File: src/rtl/agu_pipe.sv
// agu_pipe: two-stage valid/ready address generation unit. Adds base+imm, translates
// through a small page-mapping table (MMIO window untranslated) and formats the access.
module agu_pipe #(
  parameter int         MAP_ENTRIES = 16,
  parameter int         PAGE_BITS   = 9,
  parameter int         SQN_W       = 6,
  parameter int         TAG_W       = 6,
  parameter logic [7:0] MMIO_PREFIX = 8'hFF,
  parameter bit         SPLIT_EN    = 1'b1
) (
  input  logic                              clk,
  input  logic                              rst,
  input  logic                              IN_flush,
  input  logic [SQN_W-1:0]                  IN_flushSqN,
  input  logic [MAP_ENTRIES*(32-PAGE_BITS)-1:0] IN_mapTags,
  input  logic [MAP_ENTRIES-1:0]            IN_mapValid,
  input  logic                              IN_valid,
  output logic                              OUT_inReady,
  input  logic [31:0]                       IN_base,
  input  logic [11:0]                       IN_imm,
  input  logic [31:0]                       IN_stData,
  input  logic [2:0]                        IN_op,
  input  logic [SQN_W-1:0]                  IN_sqN,
  input  logic [TAG_W-1:0]                  IN_tagDst,
  output logic                              OUT_valid,
  input  logic                              IN_outReady,
  output logic [31:0]                       OUT_addr,
  output logic                              OUT_isLoad,
  output logic [1:0]                        OUT_size,
  output logic                              OUT_signExt,
  output logic [1:0]                        OUT_shift,
  output logic [3:0]                        OUT_wmask,
  output logic [31:0]                       OUT_wdata,
  output logic                              OUT_part,
  output logic                              OUT_last,
  output logic [1:0]                        OUT_except,
  output logic [SQN_W-1:0]                  OUT_sqN,
  output logic [TAG_W-1:0]                  OUT_tagDst
);
  // state | meaning
  // IDLE  | S2 takes the next op (or part 0 of a crossing op) from S1
  // PART1 | part 0 of the op held in S1 sits in S2; part 1 is next
  typedef enum logic {IDLE, PART1} split_t;

  localparam int          TW        = 32 - PAGE_BITS;
  localparam int          IW        = $clog2(MAP_ENTRIES);
  localparam logic [31:0] PAGE_MASK = (32'd1 << PAGE_BITS) - 32'd1;

  function automatic logic younger(input logic [SQN_W-1:0] sqn, input logic [SQN_W-1:0] fsqn);
    logic [SQN_W-1:0] d;
    d = sqn - fsqn;
    return !d[SQN_W-1] && (d != '0);
  endfunction

  split_t state, state_n;

  logic             s1_valid, s2_valid;
  logic [31:0]      s1_vaddr, s1_data;
  logic [2:0]       s1_op;
  logic [SQN_W-1:0] s1_sqn;
  logic [TAG_W-1:0] s1_tag;

  logic in_kill, s1_kill, s2_kill, s2_free, s2_load, s1_adv, hold_split;

  logic [1:0]    off, size, fmt_exc;
  logic          is_load, sign_ext, crossing, split_op, mmio, hit, fault, fmt_last;
  logic [IW-1:0] hit_idx;
  logic [31:0]   part_addr, xlat_addr, fmt_data;
  logic [7:0]    mask_wide;
  logic [63:0]   data_wide;
  logic [3:0]    fmt_mask;

  always_comb begin
    off      = s1_vaddr[1:0];
    is_load  = s1_op <= 3'd4;
    sign_ext = s1_op <= 3'd2;
    case (s1_op)
      3'd0, 3'd3, 3'd5: size = 2'd0;
      3'd1, 3'd4, 3'd6: size = 2'd1;
      default:          size = 2'd2;
    endcase
    crossing  = (size == 2'd1 && off == 2'd3) || (size == 2'd2 && off != 2'd0);
    split_op  = SPLIT_EN && crossing;
    part_addr = split_op ? ({s1_vaddr[31:2], 2'b00} + ((state == PART1) ? 32'd4 : 32'd0))
                         : s1_vaddr;
    // Scan downwards so the lowest matching index wins.
    hit     = 1'b0;
    hit_idx = '0;
    for (int i = MAP_ENTRIES - 1; i >= 0; i--) begin
      if (IN_mapValid[i] && IN_mapTags[i*TW +: TW] == part_addr[31:PAGE_BITS]) begin
        hit     = 1'b1;
        hit_idx = IW'(i);
      end
    end
    mmio      = part_addr[31:24] == MMIO_PREFIX;
    fault     = (!mmio && !hit) || (part_addr == 32'd0);
    xlat_addr = (mmio || !hit) ? part_addr
                               : ((32'(hit_idx) << PAGE_BITS) | (part_addr & PAGE_MASK));
    mask_wide = {4'b0000, (size == 2'd0) ? 4'b0001 : (size == 2'd1) ? 4'b0011 : 4'b1111} << off;
    data_wide = {32'd0, s1_data} << {off, 3'b000};
    fmt_mask  = is_load ? 4'b0000 : ((state == PART1) ? mask_wide[7:4] : mask_wide[3:0]);
    fmt_data  = is_load ? 32'd0 : ((state == PART1) ? data_wide[63:32] : data_wide[31:0]);
    fmt_exc   = fault ? 2'd2 : (crossing && !SPLIT_EN) ? 2'd1 : 2'd0;
    fmt_last  = !split_op || (state == PART1) || fault;
  end

  assign in_kill    = IN_flush && younger(IN_sqN, IN_flushSqN);
  assign s1_kill    = IN_flush && s1_valid && younger(s1_sqn, IN_flushSqN);
  assign s2_kill    = IN_flush && s2_valid && younger(OUT_sqN, IN_flushSqN);
  assign s2_free    = !s2_valid || IN_outReady || s2_kill;
  assign s2_load    = s1_valid && !s1_kill && s2_free;
  assign hold_split = (state == IDLE) && split_op && !fault;

  always_ff @(posedge clk or negedge rst) begin
    if (!rst) state <= IDLE;
    else      state <= state_n;
  end

  always_comb begin
    state_n = state;
    if (s1_kill)      state_n = IDLE;
    else if (s2_load) state_n = hold_split ? PART1 : IDLE;
  end

  always_comb begin
    s1_adv      = s2_load && !hold_split;
    OUT_inReady = !s1_valid || s1_adv || s1_kill;
  end

  always_ff @(posedge clk or negedge rst) begin
    if (!rst) begin
      s1_valid <= 1'b0;
      s1_vaddr <= '0;
      s1_data  <= '0;
      s1_op    <= '0;
      s1_sqn   <= '0;
      s1_tag   <= '0;
    end else if (OUT_inReady) begin
      s1_valid <= IN_valid && !in_kill;
      if (IN_valid) begin
        s1_vaddr <= IN_base + {20'd0, IN_imm};
        s1_data  <= IN_stData;
        s1_op    <= IN_op;
        s1_sqn   <= IN_sqN;
        s1_tag   <= IN_tagDst;
      end
    end
  end

  always_ff @(posedge clk or negedge rst) begin
    if (!rst) begin
      s2_valid    <= 1'b0;
      OUT_addr    <= '0;
      OUT_isLoad  <= 1'b0;
      OUT_size    <= '0;
      OUT_signExt <= 1'b0;
      OUT_shift   <= '0;
      OUT_wmask   <= '0;
      OUT_wdata   <= '0;
      OUT_part    <= 1'b0;
      OUT_last    <= 1'b0;
      OUT_except  <= '0;
      OUT_sqN     <= '0;
      OUT_tagDst  <= '0;
    end else if (s2_free) begin
      s2_valid <= s2_load;
      if (s2_load) begin
        OUT_addr    <= xlat_addr;
        OUT_isLoad  <= is_load;
        OUT_size    <= size;
        OUT_signExt <= sign_ext;
        OUT_shift   <= off;
        OUT_wmask   <= fmt_mask;
        OUT_wdata   <= fmt_data;
        OUT_part    <= state == PART1;
        OUT_last    <= fmt_last;
        OUT_except  <= fmt_exc;
        OUT_sqN     <= s1_sqn;
        OUT_tagDst  <= s1_tag;
      end
    end
  end

  assign OUT_valid = s2_valid;

endmodule

File: config.mk
export PLATFORM = sky130hd
export DESIGN_NAME = agu_pipe
export DESIGN_NICKNAME = d
export VERILOG_FILES = /design/src/rtl/agu_pipe.sv
export SDC_FILE = /design/constraint.sdc
export NUM_CORES = 1
export LEC_CHECK = 0
export CORE_AREA = 2 2 227 229
export CTS_CLUSTER_SIZE = 28
export DETAILED_ROUTE_END_ITERATION = 6
export DIE_AREA = 0 0 229 231
export HOLD_SLACK_MARGIN = 0.12
export PLACE_DENSITY = 0.68
export SETUP_SLACK_MARGIN = 0.3
export SYNTH_ARGS = -nofsm -noshare
export SYNTH_HDL_FRONTEND = slang
export SYNTH_SLANG_ARGS = --single-unit
File: constraint.sdc
create_clock -name clk -period 13.2 [get_ports clk]
set_clock_uncertainty 0.05 [all_clocks]
set_input_delay 1.32 -clock clk [delete_from_list [all_inputs] [get_ports clk]]
set_output_delay 1.32 -clock clk [all_outputs]
set_load 0.005 [all_outputs]
After elaboration in Yosys (flattened, before gate mapping). Cells that the tools add are included.

Register bits after elaboration: 172. Output and inout port bits: 92. Word-level logic and storage cells: 168. Bits of input ports: 486.

Reduce and logical (&&, ||, !) cells: 66. Muxes and demuxes: 46. Bitwise operators: 2. Equal/unequal tests: 25. Shift operators: 2. Magnitude comparators: 2. Add/subtract/negate cells: 5.

Operators with widths (count): equality test 23 bit (16); 2-to-1 mux 32 bit (4); 2-to-1 mux 4 bit (20); left shift 32 x 5 -> 64 bit (1); logical AND 1 bit (33); adder 32 x 12 -> 32 bit (1); adder 32 x 3 -> 32 bit (1); logical NOT 32 bit (1); 2-to-1 mux 1 bit (19); nonzero test 6 bit (3); subtractor 6 bit (3); OR 13 x 9 -> 13 bit (1); logical NOT 1 bit (12); equality test 3 bit, second input constant (3); logical OR 1 bit (9); equality test 8 bit, second input constant (1); left shift 4 x 2 -> 8 bit (1); OR reduction 3 bit (2); equality test 2 bit, second input constant (2); case mux 2 bit (2 select lines) (1); AND reduction 2 bit (2); nonzero test 2 bit (2); equality test 3 x 1 -> 1 bit, second input constant (1); equality test 3 x 2 -> 1 bit, second input constant (1); other kinds (8) (8).

Depth between registers and ports, before layout.
Depth after elaboration: 35. Gate-level depth with buffers: 23. Depth with buffers taken out: 16.

Worst setup path after synthesis. No wires, ideal clock.

Path type: register to output. From: register s1_vaddr[2]. To: output port OUT_inReady. Data required time: 11.830 ns. Stages on the path, launching flop included: 16. Arrival time: 3.886 ns. Path slack: 7.944 ns. Cells stage by stage: dfrtp_1 -> ha_1 -> ha_1 -> and2_1 -> clkbuf_1 -> nand4_2 -> a2111oi_4 -> xnor2_1 -> clkbuf_1 -> xnor2_1 -> a2111o_1 -> nor3_1 -> nor4bb_1 -> nor3_2 -> nand4_2 -> a21oi_2.

Word-level cells in the longest chain between the ends: 29. Elaborated cells between the ends (all ways): 62. Classes of those cells: add/sub (1); eq/ne (17); mux (17); reduce/logical (27).

Ends and longest elaborated chain: start: declaration (line 58) `logic [31:0] s1_vaddr, s1_data;`; start signal: assignment (line 141) `s1_vaddr <= IN_base + {20'd0, IN_imm};`; adder 32 x 3 -> 32 bit (line 84) `part_addr = split_op ? ({s1_vaddr[31:2], 2'b00} + ((state == PART1) ? 32'd4 : 32'd0))`; 2-to-1 mux 32 bit * (line 84); equality test 23 bit (line 90) `if (IN_mapValid[i] && IN_mapTags[i*TW +: TW] == part_addr[31:PAGE_BITS]) begin`; logical AND 1 bit (line 90); 2-to-1 mux 1 bit (16 in a row) (line 90); logical NOT 1 bit (line 96) `fault = (!mmio && !hit) || (part_addr == 32'd0);`; logical AND 1 bit (line 96); logical OR 1 bit * (line 96); logical NOT 1 bit * (line 112) `assign hold_split = (state == IDLE) && split_op && !fault;`; logical AND 1 bit * (line 112); logical NOT 1 bit * (line 126) `s1_adv = s2_load && !hold_split;`; logical AND 1 bit * (line 126); logical OR 1 bit * (2 in a row) (line 127) `OUT_inReady = !s1_valid || s1_adv || s1_kill;`; end: declaration (line 18) `output logic OUT_inReady,`.

Every way passes the cells marked *; elsewhere a longest branch is shown, timed or not.

Worst setup path after layout.
From: register s1_vaddr[12]. To: output port OUT_inReady.

Same word-level chain as after synthesis.

==> out/results.tsv <==
metric	value	unit
status	finished, violations left	
violated checks	DRC	
DR WL/cell	36.8	um
core area	50700	sq um
Setup TNS Final	0	ns
Post-Route WL	132000	um
post-detail-place hpwl	102000	um
# Max-Cap Violations	0	
area of the multi-input gates	14600	sq um
crit-path max FO	27	
Post-Syn Nets	2893	
CTS max path bufs	2	
largest net degree at the start of global routing	98	
synth warn	0	
Worst setup SP type	register	
ANT nets after route	0	
CTS Hold Bufs	0	
Placer Congestion	1.13	
Post-DP Area	26300	sq um
min-delay src	s1_tag[0]$_DFFE_PN0P_	
Crit Path Category	register to output pin	
final worst path period need	8.78	ns
global-route wire length before repair	181000	um
synth-to-layout area growth	36.8	%
Post-synth EDFFs	0	
Final Core Density	53.3	%
Root Buffer	clkbuf_16	
measured slew at the worst slew-check pin	1.38	ns
CP Data Required Time	11.83	ns
Die X	229	um
initial core utilization	39.0	%
antenna violations before repair	5	
RSZ-0062 raised after global routing	no	
Fill cells	4812	
largest area contributor in the netlist	dfrtp_1	
period utilization	66.5	%
Syn Area/Cell	8.32	sq um
FF-to-FF Start	s1_vaddr[12]$_DFFE_PN0P_	
ys flop type	dfrtp_1	
leak pwr	10.1	nW
number of remaining DRC errors	18	
Synth Instances	2374	
Worst setup EP type	output pin	
worst slack, placed	4.85	ns
post-route cell area	27000	sq um
DIE AREA	52900	sq um
Die Span Y	231	um
fraction of final layout cells with drive strength greater than 1	6.56	%
synthesized cell area	19800	sq um
worst r2r path cells	14	
Worst Path Arrival	7.41	ns
synth unique cells	94	
WHS Path Cells	2	
asr flop ratio synth	100	%
htree depth	4	
Final Slew Violations	0	
Final Setup Violations	0	
Clk pin slew, worst setup/hold paths	0.09	ns
most area-consuming cells after synthesis	dfrtp_1 22%, xnor2_1 11%, xor2_1 6.2%	
Nets	3403	
normalized max-slew margin	7.29	%
Worst Hold Endpoint	OUT_tagDst[0]$_DFFE_PN0P_	
Skew-Pair Late Insertion Delay	0.51	ns
PortBufs	576	
FF-to-FF setup slack	4.90	ns
Seq/Total Area, Yosys	21.7	%
Hold Crit Class	register to register	
Resize count post-CTS	0	
FF/Latch Area	4280	sq um
TritonCTS clock tree	built	
RR Endpoint	s1_vaddr[31]$_DFFE_PN0P_	
Hold Fails Final Rpt	0	
fmax	0.114	GHz
maximum vdd drop	0.136	mV
PD cells	139	nW/um^2
I/O Pins	578	
worst setup slack after layout	4.42	ns
GR Util All Layers	48.4	%
via count	24000	
grt ovf	0	
share of the synthesized area in the top cell type	21.7	%
Via density	6.71	
vias in the first global route	23300	
drt pass-1 iters	7	
CTS buffer count	17	
# clock sinks	171	
#FFs+latches synth	171	
Post-CTS Setup Inserts	0	
number of core rows	83	
Starting DRT DRC Count	3828	
## critical path, stage by stage (launching register included)
cell	delay, ns
dfrtp_1	1.09
and4_1	0.75
nand2_1	0.55
a2111o_1	0.73
nor2_1	1.01
xnor2_2	0.49
xnor2_1	0.25
or4_1	0.43
nor4_1	0.51
nor3_1	0.23
nand4_2	0.25
a21oi_2	0.12
clkdlybuf4s50_1	0.47
## layout by cell type (no fill, tap or decap), drive strengths merged, types with 63 or more instances in the layout
cell type,n
a21oi,112
buf,93
clkdlybuf4s50,575
dfrtp,171
inv,63
mux2,70
nand2,231
nand3,84
nand4,78
nor2,108
o21ai,134
xnor2,244
xor2,139
## metal layers
layer  track usage (%)  wire (um)  vias up
li1                  -          -     9867
met2              72.5      55100     2057
met1              58.8      49000    11600
met3              16.7      16600      502
met4              32.1      11000        2
met5                 0         13        -
## kinds of logic after synthesis
| group | count (synthesis) | synth area share (%) |
|---|---|---|
| compound gates | 624 | 22.6 |
| other cells | 1 | 0.0190 |
| fa+ha+maj | 33 | 2.24 |
| xor+xnor | 422 | 21.7 |
| buf+inv | 232 | 5.28 |
| flops | 171 | 21.7 |
| simple gates | 774 | 20.1 |
| mux | 117 | 6.37 |
## power breakdown
group / total (W) / internal, W / switching (W)
clock network: 0.000587 / 0.000272 / 0.000315
logic: 0.00230 / 0.000914 / 0.00139
registers: 0.000857 / 0.000691 / 0.000166
total: 0.00375 / 0.00188 / 0.00187
## metrics by stage
step,instances,hold slack (ns),total power [W]
after CTS,3576,0.419,0.00366
after global placement,3542,0.394,0.00304
after floorplan,2374,0.382,0.00197
after global routing,3577,0.449,0.00385
after detailed placement,3544,0.399,0.00305
final,3580,0.421,0.00375
## layout make-up
| class | count | area share [%] |
|---|---|---|
| multi-input combinational | 1971 | 53.9 |
| timing repair buffer | 669 | 23.9 |
| sequential | 171 | 15.8 |
| tap | 680 | 3.15 |
| clock buffer | 17 | 1.57 |
| clock inverter | 15 | 0.870 |
| inverter | 54 | 0.750 |
| antenna | 3 | 0.0278 |
## synth_stat cells, types with 59 or more instances
master,count
nand4_1,75
nand2_1,231
nand3_1,84
o31ai_1,59
dfrtp_1,171
nor2_1,106
xor2_1,139
clkbuf_1,100
xnor2_1,237
o21ai_0,132
nor3_1,60
a21oi_1,107
mux2_1,59
## state kept, by name, indices dropped and copies added, names as in the netlist, 2 cells and up
| signal | count |
|---|---|
| OUT_addr | 32 |
| OUT_wdata | 32 |
| s1_data | 32 |
| s1_vaddr | 32 |
| OUT_sqN | 6 |
| OUT_tagDst | 6 |
| s1_sqn | 6 |
| s1_tag | 6 |
| OUT_wmask | 4 |
| s1_op | 3 |
| OUT_shift | 2 |
| OUT_size | 2 |
## worst max-delay path by stage
stage                                   startpoint  slack (ns)     endpoint
after global routing             state$_DFFE_PN0P_        4.22  OUT_inReady
after detailed placement   s1_vaddr[0]$_DFFE_PN0P_        4.85  OUT_inReady
after CTS                  s1_vaddr[0]$_DFFE_PN0P_        4.28  OUT_inReady
final                     s1_vaddr[12]$_DFFE_PN0P_        4.42  OUT_inReady
after global placement     s1_vaddr[0]$_DFFE_PN0P_        3.65  OUT_inReady
after floorplan            s1_vaddr[2]$_DFFE_PN0P_        7.94  OUT_inReady
No activity file was read; power rests on OpenSTA's default activity.
